<file path="config.mk">
export PLATFORM = sky130hd
export DESIGN_NAME = systolic_result_collector
export DESIGN_NICKNAME = d
export VERILOG_FILES = /design/src/rtl/systolic_pkg.sv /design/src/rtl/sync_fifo.sv /design/src/rtl/systolic_result_collector.sv
export SDC_FILE = /design/constraint.sdc
export NUM_CORES = 1
export LEC_CHECK = 0
export CORE_MARGIN = 2
export CORE_UTILIZATION = 50
export CTS_CLUSTER_SIZE = 25
export DETAILED_ROUTE_END_ITERATION = 6
export PLACE_DENSITY = 0.78
export SETUP_SLACK_MARGIN = 0.05
export SKIP_LAST_GASP = 1
export SYNTH_ARGS = -nofsm -noshare
export SYNTH_HDL_FRONTEND = slang
export SYNTH_SLANG_ARGS = --single-unit
</file>
<file path="constraint.sdc">
create_clock -name clk -period 6.5 [get_ports clk]
set_input_delay 1.3 -clock clk [delete_from_list [all_inputs] [get_ports clk]]
set_output_delay 1.3 -clock clk [all_outputs]
set_load 0.05 [all_outputs]
</file>
<file path="src/rtl/systolic_pkg.sv">
// Shared types and defaults for the systolic array result path.
// Holds collector state encoding and the result row shape.
package systolic_pkg;

  localparam int DEF_MATRIX_SIZE = 2;
  localparam int DEF_DATA_SIZE   = 32;

  typedef enum logic {
    IDLE,
    CAPTURE
  } coll_state_t;

  typedef logic [DEF_DATA_SIZE-1:0] row_t [DEF_MATRIX_SIZE];

endpackage

</file>
<file path="src/rtl/sync_fifo.sv">
// First-word-fall-through synchronous FIFO.
// Head is visible on dout the cycle after it is pushed.
module sync_fifo #(
  parameter int WIDTH = 64,
  parameter int DEPTH = 4
) (
  input  logic             clk,
  input  logic             reset,
  input  logic             push,
  input  logic             pop,
  input  logic [WIDTH-1:0] din,
  output logic [WIDTH-1:0] dout,
  output logic             full,
  output logic             empty
);

  localparam int AW = $clog2(DEPTH);

  logic [WIDTH-1:0] mem [DEPTH];
  logic [AW:0]      wr_q;
  logic [AW:0]      rd_q;
  logic             push_ok;
  logic             pop_ok;

  assign empty = (wr_q == rd_q);
  assign full  = (wr_q[AW] != rd_q[AW]) &&
                 (wr_q[AW-1:0] == rd_q[AW-1:0]);

  // A pop frees the head slot in the same cycle, so full+pop may push.
  assign pop_ok  = pop && !empty;
  assign push_ok = push && (!full || pop_ok);

  assign dout = empty ? '0 : mem[rd_q[AW-1:0]];

  always_ff @(posedge clk) begin
    if (push_ok) begin
      mem[wr_q[AW-1:0]] <= din;
    end
  end

  always_ff @(posedge clk) begin
    if (reset) begin
      wr_q <= '0;
      rd_q <= '0;
    end else begin
      if (push_ok) wr_q <= wr_q + 1'b1;
      if (pop_ok)  rd_q <= rd_q + 1'b1;
    end
  end

endmodule

</file>
<file path="src/rtl/systolic_result_collector.sv">
// Deskews the skewed column stream of the systolic array, assembles
// result rows and buffers them for a valid/ready consumer.
module systolic_result_collector
  import systolic_pkg::*;
#(
  parameter int MATRIX_SIZE = DEF_MATRIX_SIZE,
  parameter int DATA_SIZE   = DEF_DATA_SIZE,
  parameter int FIFO_DEPTH  = 4,
  parameter int ROW_CNT_W   = 8
) (
  input  logic                 clk,
  input  logic                 reset,
  input  logic [DATA_SIZE-1:0] sum_in [MATRIX_SIZE],
  input  logic                 start,
  input  logic [ROW_CNT_W-1:0] num_rows,
  output logic [DATA_SIZE-1:0] out_row [MATRIX_SIZE],
  output logic                 out_valid,
  input  logic                 out_ready,
  output logic                 busy,
  output logic                 done,
  output logic                 overflow
);

  localparam int CW = 16;
  localparam int W  = DATA_SIZE * MATRIX_SIZE;

  logic [DATA_SIZE-1:0] aligned [MATRIX_SIZE];
  logic [W-1:0]         row_flat;
  logic [W-1:0]         head_flat;

  // Column j lags column 0 by j cycles; delay it by the remainder.
  for (genvar j = 0; j < MATRIX_SIZE; j++) begin : g_col
    localparam int D = MATRIX_SIZE - 1 - j;
    if (D == 0) begin : g_pass
      assign aligned[j] = sum_in[j];
    end else begin : g_dly
      logic [DATA_SIZE-1:0] sr [D];
      always_ff @(posedge clk) begin
        if (reset) begin
          for (int k = 0; k < D; k++) sr[k] <= '0;
        end else begin
          sr[0] <= sum_in[j];
          for (int k = 1; k < D; k++) sr[k] <= sr[k-1];
        end
      end
      assign aligned[j] = sr[D-1];
    end
    assign row_flat[j*DATA_SIZE +: DATA_SIZE] = aligned[j];
    assign out_row[j] = head_flat[j*DATA_SIZE +: DATA_SIZE];
  end

  coll_state_t          state_q, state_d;
  logic [CW-1:0]        cnt_q, cnt_d;
  logic [ROW_CNT_W-1:0] rows_q, rows_d;
  logic                 done_q, done_d;
  logic                 ovf_q, ovf_d;

  logic [ROW_CNT_W-1:0] nr_eff;
  logic [CW-1:0]        e;
  logic [CW-1:0]        last;
  logic                 start_acc;
  logic                 capturing;
  logic                 push_en;
  logic                 fin;
  logic                 pop;
  logic                 full;
  logic                 empty;

  assign out_valid = !empty;
  assign pop       = out_valid && out_ready;
  assign busy      = (state_q == CAPTURE);
  assign done      = done_q;
  assign overflow  = ovf_q;

  always_comb begin
    state_d   = state_q;
    cnt_d     = cnt_q;
    rows_d    = rows_q;
    done_d    = 1'b0;
    ovf_d     = ovf_q;
    start_acc = (state_q == IDLE) && start;
    nr_eff    = (state_q == IDLE) ? num_rows : rows_q;
    e         = (state_q == IDLE) ? '0 : cnt_q;
    last      = CW'(nr_eff) + CW'(MATRIX_SIZE - 2);
    capturing = (state_q == CAPTURE) ||
                (start_acc && (num_rows != '0));
    push_en   = capturing &&
                (e >= CW'(MATRIX_SIZE - 1)) && (e <= last);
    fin       = capturing && (e == last);

    if (start_acc) begin
      rows_d = num_rows;
      cnt_d  = CW'(1);
      ovf_d  = 1'b0;
    end else if (state_q == CAPTURE) begin
      cnt_d = cnt_q + 1'b1;
    end

    if (capturing) state_d = fin ? IDLE : CAPTURE;

    done_d = fin || (start_acc && (num_rows == '0));

    if (push_en && full && !pop) ovf_d = 1'b1;
  end

  always_ff @(posedge clk) begin
    if (reset) begin
      state_q <= IDLE;
      cnt_q   <= '0;
      rows_q  <= '0;
      done_q  <= 1'b0;
      ovf_q   <= 1'b0;
    end else begin
      state_q <= state_d;
      cnt_q   <= cnt_d;
      rows_q  <= rows_d;
      done_q  <= done_d;
      ovf_q   <= ovf_d;
    end
  end

  sync_fifo #(
    .WIDTH (W),
    .DEPTH (FIFO_DEPTH)
  ) u_fifo (
    .clk   (clk),
    .reset (reset),
    .push  (push_en),
    .pop   (pop),
    .din   (row_flat),
    .dout  (head_flat),
    .full  (full),
    .empty (empty)
  );

endmodule

</file>
# After elaboration in Yosys (flattened, before gate mapping)
# Memories as Yosys holds them, arrays and structs flattened. A register that Yosys moved wholly into a read port is not among the register bits.
# Cells that the tools add are included.
# word_totals
reg_bits	33
ram_bits	288
inputBits	76
out_inout_bits	68
word_cells	61
memories	2
# op_classes
n_addsub	3
n_lt_le_gt_ge	2
eq_ne	4
n_mux	17
bitwise	1
reduce_logical	24
# mem_list
memory	depth	width	read_ports	rd_ports_with_merged_regs	wr	line	text
u_fifo.mem	4	64	1	1	1	sync_fifo.sv:19	logic [WIDTH-1:0] mem [DEPTH];
g_col[0].g_dly.sr	1	32	1	0	1	systolic_result_collector.sv:37	logic [DATA_SIZE-1:0] sr [D];
# op_table
operator	n
two-way mux 64 bit	1
two-way mux 32 bit	1
OR reduction 32 bit	1
adder 16 x 1 -> 16 bit (second input constant)	1
== test 16 x 8 -> 1 bit	1
greater-or-equal comparator 16 x 1 -> 1 bit (second input constant)	1
<= comparator 16 x 8 -> 1 bit	1
two-way mux 16 bit	1
logical AND 1 bit	12
two-way mux 1 bit	11
zero test 8 bit	1
two-way mux 8 bit	1
nonzero test 8 bit	1
adder 3 x 1 -> 3 bit (second input constant)	2
two-way mux 2 bit	2
nonzero test 2 bit	2
== test 3 bit	1
zero test 1 bit	3
logical OR 1 bit	3
== test 2 bit	1
OR reduction 2 bit	1
!= test 1 bit	1
NOT 1 bit	1

# Depth between registers and ports, before layout
# Gate-level depths: netlist of run 1.
# depth
depth_word	9
ltp_mapped	9
ltp_nobuf	7

# Cells and area by module
# From an unflattened synthesis of run 1, not the netlist that was laid out.
# unflattened
cells_unflattened	715
hier_area_um2	12535.8
# by_module_without_submodules
module	instances	cells_per_inst	area_per_inst_um2	seq_area_each_um2
sync_fifo	1	459	10127.2	7847.5
systolic_result_collector	1	256	2408.6	1181.1

# Least setup slack after synthesis of run 1
# No wires, ideal clock.
# synth_path
kind	input-to-reg
from	in num_rows[7]
to	reg u_fifo.wr_q[2]
setup_time_ns	0.129
arrival_ns	5.912
required_ns	6.371
setup_slack_ns	0.459
cell_stages	7
n_path_buf	0
cell_sequence	mux2i_1 ha_1 a41o_1 a211oi_1 a21bo_2 a21oi_1 mux2_1
# synth_via
elab_chain_cells	6
word_cells_on_any_way	8
classes_between	order compare (1); mux (1); reduce/logical (6)
# synth_lines
element	line	text
start, declared	systolic_result_collector.sv:15	input logic [ROW_CNT_W-1:0] num_rows,
branches (longest 4 deep; another with <= comparator 16 x 8 -> 1 bit)	-	
logical AND 1 bit (*)	systolic_result_collector.sv:88	(e >= CW'(MATRIX_SIZE - 1)) && (e <= last);
logical AND 1 bit (*)	sync_fifo.sv:31	assign push_ok = push && (!full || pop_ok);
end signal, assigned	sync_fifo.sv:46	if (push_ok) wr_q <= wr_q + 1'b1;
end, declared	sync_fifo.sv:20	logic [AW:0] wr_q;
# Mark *: on every way between the ends.
# A chain may end at the register's enable or synchronous reset.

==> results of run 1 <==
==> synthesized netlist by cell type, types with 2 or more instances <==
master      n
clkbuf_1   24
nor3_1      3
mux2i_1     9
edfxtp_1  256
dfxtp_1    67
buf_6       2
nand3_1     6
or3_1       4
inv_1       9
nand4_1     5
xor2_1      8
xnor2_1     6
o21ai_0     6
mux4_2     64
nand2_1    28
ha_1       13
nand2b_1    2
and4_1      2
a211oi_1    4
a21oi_1    16
nand3b_1    2
and2_1     71
nor2_1     25
nor4_1      4
nor2b_1    34
a21o_1      2
buf_2       6
==> worst register-to-register path, delay by kind of cell (launching register included) <==
family / cells / cell delay, ns
multiplexers: 1 / 0.31
AND/OR/NAND/NOR: 1 / 0.12
AO/OA/AOI/OAI: 4 / 0.99
buffers and inverters: 1 / 0.72
flip-flops: 1 / 1.02
adder cells (fa/ha/maj): 1 / 0.30
==> state kept, by name (all words and copies together), names as in the netlist, named ones only <==
register,count
g_col.g_dly.sr,32
busy,1
cnt_q,16
u_fifo.rd_q,3
rows_q,8
done,1
overflow,1
u_fifo.wr_q,3
u_fifo.mem,256
==> routing by layer <==
layer,routed length [um],vias up,share of wire [%]
li1,-,2961,-
met3,1393,35,6.2
met5,16,-,0.072
met1,9867,3193,44
met4,400,2,1.8
met2,10690,193,48
==> per-stage QoR <==
step / cell area, um2 / util (%) / std cells / hold WS, ns
floorplan: 12420 / - / 698 / 0.4329
global placement: 14190 / 58.35 / 1140 / 0.4435
detailed placement: 14190 / 58.35 / 1140 / 0.4491
CTS: 15200 / 62.49 / 1196 / 0.4580
global route: 15200 / 62.49 / 1196 / 0.4854
finish: 15200 / 62.49 / 1196 / 0.4561
==> final cells by class <==
| type | count | area [um2] | share of cell area (%) |
|---|---|---|---|
| Clock buffer | 41 | 822.0 | 5.409 |
| Clock inverter | 15 | 185.2 | 1.218 |
| Inverter | 9 | 33.78 | 0.2223 |
| Multi-Input combinational cell | 333 | 3229 | 21.25 |
| Sequential cell | 323 | 9036 | 59.46 |
| Tap cell | 324 | 405.4 | 2.667 |
| Timing Repair Buffer | 151 | 1486 | 9.780 |
==> cell families (layout without fill, tap and decap cells) <==
group                    Yosys count  after routing  share of synthesized area, %
AO/OA/AOI/OAI                     35             35                         1.915
flip-flops                       323            323                         72.72
multiplexers                      76             76                         12.64
buffers and inverters             42            216                         1.542
AND/OR/NAND/NOR                  195            195                         8.888
adder cells (fa/ha/maj)           13             13                         1.310
XOR/XNOR                          14             14                        0.9876
==> worst max-delay path by stage <==
stage                            from          endpoint
after floorplan           num_rows[7]    u_fifo.wr_q[2]
after global placement    num_rows[3]  u_fifo.mem[2][7]
after detailed placement  num_rows[3]  u_fifo.mem[2][7]
after CTS                        flop       out_row[34]
after global routing             flop       out_row[34]
final                            flop       out_row[34]
==> power groups by stage <==
stage | logic [mW] | registers, mW | clock network (mW)
2_1_floorplan | 0.524 | 2.34 | 0
3_3_place_gp | 0.759 | 2.36 | 0
3_5_place_dp | 0.765 | 2.37 | 0
4_1_cts | 0.767 | 2.32 | 1.78
5_1_grt | 0.799 | 2.33 | 1.86
6_report | 0.755 | 2.32 | 1.74
==> impl_metrics.json, run 1 <==
{
  "status": "finished clean",
  "ant_nets": 0,
  "ys_ff_latch": 323,
  "cts_buffers": 30,
  "cts-root-buf": "clkbuf_16",
  "grt_busiest_layer": "met2",
  "finalMaxSlewViolations": 0,
  "worst-path-stages": 4,
  "vias_per_cell": 5.338,
  "crit_required_ns": 5.20,
  "place_ws_ns": 1.939,
  "clk_pin_slew_ns": 0.06,
  "cts-hold-fix-buffers": 0,
  "die_width_um": 161.6,
  "cts_tree": "built",
  "io_pins": 144,
  "swShare_pct": 25.34,
  "nNetsFinal": 937,
  "finClkSkew_ns": 0.02401,
  "grt_pass1_vias": 6402,
  "post-cts-setup-buffers": 0,
  "r2r-end": "u_fifo.mem[2][5]",
  "use_met2_pct": 28.26,
  "hold_path_end": "rows_q[0]",
  "finalCritPeriodShare_pct": 68.44,
  "yosysSeqAreaShare_pct": 72.72,
  "num-fill-cells": 1702,
  "seq_power_share_pct": 48.2,
  "clock-sinks": 323,
  "final_cell_mix": "edfxtp_1 (256), clkdlybuf4s50_1 (142), and2_1 (71)",
  "cts.repair.resized": 0,
  "setup_viol_count_final": 0,
  "syn-cell-area_mm2": 0.01242,
  "min_from": "rows_q[0]",
  "grt_max_degree": 65,
  "hold_depth": 2,
  "drv_cap": 0,
  "max_freq_mhz": 224.8,
  "use_met3_pct": 2.645,
  "cp-start-kind": "flop",
  "start_util_pct": 51.05,
  "n_antenna_cell": 0,
  "combPwrFrac_pct": 15.7,
  "tns_ns": 0,
  "globalRouteMet1Util_pct": 24.06,
  "grt-ovfl-total": 0,
  "vias": 6384,
  "area_delta_synth_final_pct": 22.41,
  "num_rows": 57,
  "synth_top_area_cell": "edfxtp_1",
  "yosysTopAreaCellShare_pct": 61.92,
  "firstDrtPassIters": 5,
  "path_class": "reg2out",
  "die_h_um": 161.6,
  "slew_headroom_pct": 29.40,
  "power_mw": 4.819,
  "clk_path_buf_depth": 3,
  "wl_per_cell_um": 18.70,
  "fin_crit_ns": 4.448,
  "internal-power_mw": 3.598,
  "drcViolationCount": 0,
  "grt_pass1_wl_mm": 34.50,
  "cp_slowest_stage_delay_ns": 0.77,
  "place_hpwl_mm": 13.47,
  "layout-drive-gt1-share_pct": 15.60,
  "ys_async_sr_fraction_pct": 0,
  "path_buf_inv": 2,
  "powerDensity_mw_per_mm2": 317.0,
  "crit_family": "buffers and inverters",
  "reg2reg_from": "busy",
  "ys.flop_type": "edfxtp_1",
  "rrSetupSlack_ns": 2.62,
  "pwr-share-clk_pct": 36.2,
  "clock_latency_ns": 0.57,
  "netlist_instances": 698,
  "yosysUniqueCellTypes": 47,
  "rr_worst_depth": 8,
  "power.switching_mw": 1.221,
  "portBuffers": 143,
  "power.leakage_nw": 5.000,
  "worstPathMaxFanout": 23,
  "syn_nets": 787,
  "dieArea_mm2": 0.02611,
  "coreArea_mm2": 0.02432,
  "rsz0062_at_grt": "false",
  "drtIter0Drc": 462,
  "cp.arrival_ns": 3.15,
  "ys_warn_count": 0,
  "tightest_slew_ns": 1.058,
  "gp_congestion": 0.8249,
  "wl_mm": 22.37,
  "synth_edf_count": 256,
  "crit_path_end_kind": "output pin",
  "cp_cell_sequence": "buf_4, mux4_2, and2_1, clkdlybuf4s50_1",
  "htreeDepth": 1,
  "antenna_found_initial": 1,
  "synth.avg_cell_area_um2": 17.79,
  "fin_ws_ns": 2.052,
  "yosys-top-cells-area": "edfxtp_1 (62%), mux4_2 (12%), dfxtp_1 (11%)",
  "ir_drop_mv": 0.1925,
  "hold_violations": 0,
  "grt_util_all_layers_pct": 17.09,
  "slowest_stage": "clkdlybuf4s50_1",
  "final_common_cell": "edfxtp_1",
  "hp-class": "reg2reg"
}
No activity file was read; power rests on OpenSTA's default activity.
==> inputs of run 2 (changes only) <==
PLACE_DENSITY = 0.81   (was 0.78)
clock period = 4.07 ns   (was 6.5 ns; I/O delays follow)
==> impl_metrics.json, run 2 (same netlist as run 1, synthesis figures left out) <==
{
  "vias": 6472,
  "finalMaxSlewViolations": 0,
  "worstPathMaxFanout": 21,
  "grt_pass1_vias": 6596,
  "cts.repair.resized": 0,
  "status": "finished clean",
  "n_antenna_cell": 0,
  "crit_required_ns": 3.26,
  "crit_family": "buffers and inverters",
  "drcViolationCount": 0,
  "path_buf_inv": 2,
  "wl_mm": 23.29,
  "grt_max_degree": 68,
  "grt_pass1_wl_mm": 36.63,
  "start_util_pct": 51.05,
  "tns_ns": 0,
  "globalRouteMet1Util_pct": 24.03,
  "rrSetupSlack_ns": 0.58,
  "clock-sinks": 323,
  "vias_per_cell": 5.344,
  "power.leakage_nw": 5.131,
  "die_h_um": 161.6,
  "fin_hold_ws_ns": 0.4554,
  "slew_headroom_pct": 32.27,
  "setup_viol_count_final": 0,
  "dieArea_mm2": 0.02611,
  "cts-hold-fix-buffers": 0,
  "hold_violations": 0,
  "rr_worst_depth": 8,
  "tightest_slew_ns": 1.014,
  "hp-class": "reg2reg",
  "hold_path_end": "rows_q[0]",
  "ir_drop_mv": 0.2401,
  "final_common_cell": "edfxtp_1",
  "cts-root-buf": "clkbuf_16",
  "htreeDepth": 1,
  "coreArea_mm2": 0.02432,
  "area_delta_synth_final_pct": 24.83,
  "finClkSkew_ns": 0.02320,
  "fin_crit_ns": 3.715,
  "antenna_found_initial": 1,
  "grt_busiest_layer": "met2",
  "powerDensity_mw_per_mm2": 501.6,
  "r2r-end": "u_fifo.mem[1][35]",
  "use_met2_pct": 31.33,
  "clk_path_buf_depth": 3,
  "cts_tree": "built",
  "cp_slowest_stage_delay_ns": 0.69,
  "num_rows": 57,
  "layout-drive-gt1-share_pct": 16.69,
  "final_core_util_pct": 63.73,
  "clock_latency_ns": 0.54,
  "min_from": "rows_q[0]",
  "wl_per_cell_um": 19.23,
  "max_freq_mhz": 269.2,
  "reg2reg_from": "busy",
  "drtIter0Drc": 461,
  "cp-start-kind": "flop",
  "rsz0062_at_grt": "false",
  "ant_nets": 0,
  "power_mw": 7.774,
  "cts_buffers": 31,
  "io_pins": 144,
  "finalCritPeriodShare_pct": 91.27,
  "hold_depth": 2,
  "use_met3_pct": 2.825,
  "cp_cell_sequence": "buf_4, mux4_2, and2_1, clkdlybuf4s50_1",
  "largest_reg_flops": 256,
  "place_hpwl_mm": 15.19,
  "die_width_um": 161.6,
  "grt_util_all_layers_pct": 18.03,
  "path_class": "reg2out",
  "final_cell_mix": "edfxtp_1 (256), clkdlybuf4s50_1 (142), and2_1 (71)",
  "clk_pin_slew_ns": 0.06,
  "post-cts-setup-buffers": 0,
  "nNetsFinal": 952,
  "gp_congestion": 0.7899,
  "final_cells": 1211,
  "slowest_stage": "clkdlybuf4s50_1",
  "dp_cells": 1154,
  "firstDrtPassIters": 4,
  "cp.arrival_ns": 2.90,
  "portBuffers": 143,
  "drv_cap": 0,
  "grt-ovfl-total": 0,
  "crit_path_end_kind": "output pin"
}
-- run 2: changes by cell type in the layout (fill, tap and decap cells not counted), sizes merged --
cell      delta
clkinv       -1
inv          +1
clkbuf       +4
clkinvlp     -3
buf         +14
-- run 2: metrics by stage --
| stage | instance area (um2) | worst slack (ns) |
|---|---|---|
| 6_report | 15500 | 0.3553 |
| 5_1_grt | 15500 | 0.1767 |
| 4_1_cts | 15500 | 0.2692 |
| 3_5_place_dp | 14470 | 0.3034 |
| 3_3_place_gp | 14470 | 0.3252 |
| 2_1_floorplan | 12430 | -0.5333 |
-- run 2: metal layers --
metal	vias to the layer above	wire, um
li1	2999	-
met1	3264	9856
met2	183	11890
met3	26	1153
met4	0	395
met5	-	0
-- run 2: power by group --
part | switching (mW) | total [mW] | internal, mW
combinational | 0.722 | 1.24 | 0.516
sequential | 0.0676 | 3.70 | 3.64
clock | 1.14 | 2.83 | 1.69
total | 1.93 | 7.77 | 5.84
-- run 2: cell type report --
type	count	area, um2
tap	324	405.4
inverter	9	33.78
sequential	323	9036
fill	1632	8821
timing repair buffer	165	1767
clock inverter	12	148.9
multi-input combinational	333	3229
clock buffer	45	878.3
-- run 2: worst max path at each step --
stage / to / cells past startpoint / slack (ns)
finish: out_row[15] / 4 / 0.36
global route: out_row[11] / 4 / 0.18
global placement: u_fifo.mem[1][36] / 9 / 0.33
floorplan: u_fifo.mem[0][0] / 9 / -0.53
detailed placement: u_fifo.mem[1][33] / 9 / 0.30
CTS: out_row[35] / 4 / 0.27
-- run 2: worst reg2reg max path, stage by stage, from the launching register on --
cell and delay (ns):
dfxtp_1 0.99, mux2i_1 0.19, ha_1 0.34, nand2_1 0.06
a211oi_1 0.30, a41oi_1 0.32, a21o_4 0.35, nor2_4 0.39
buf_12 0.25
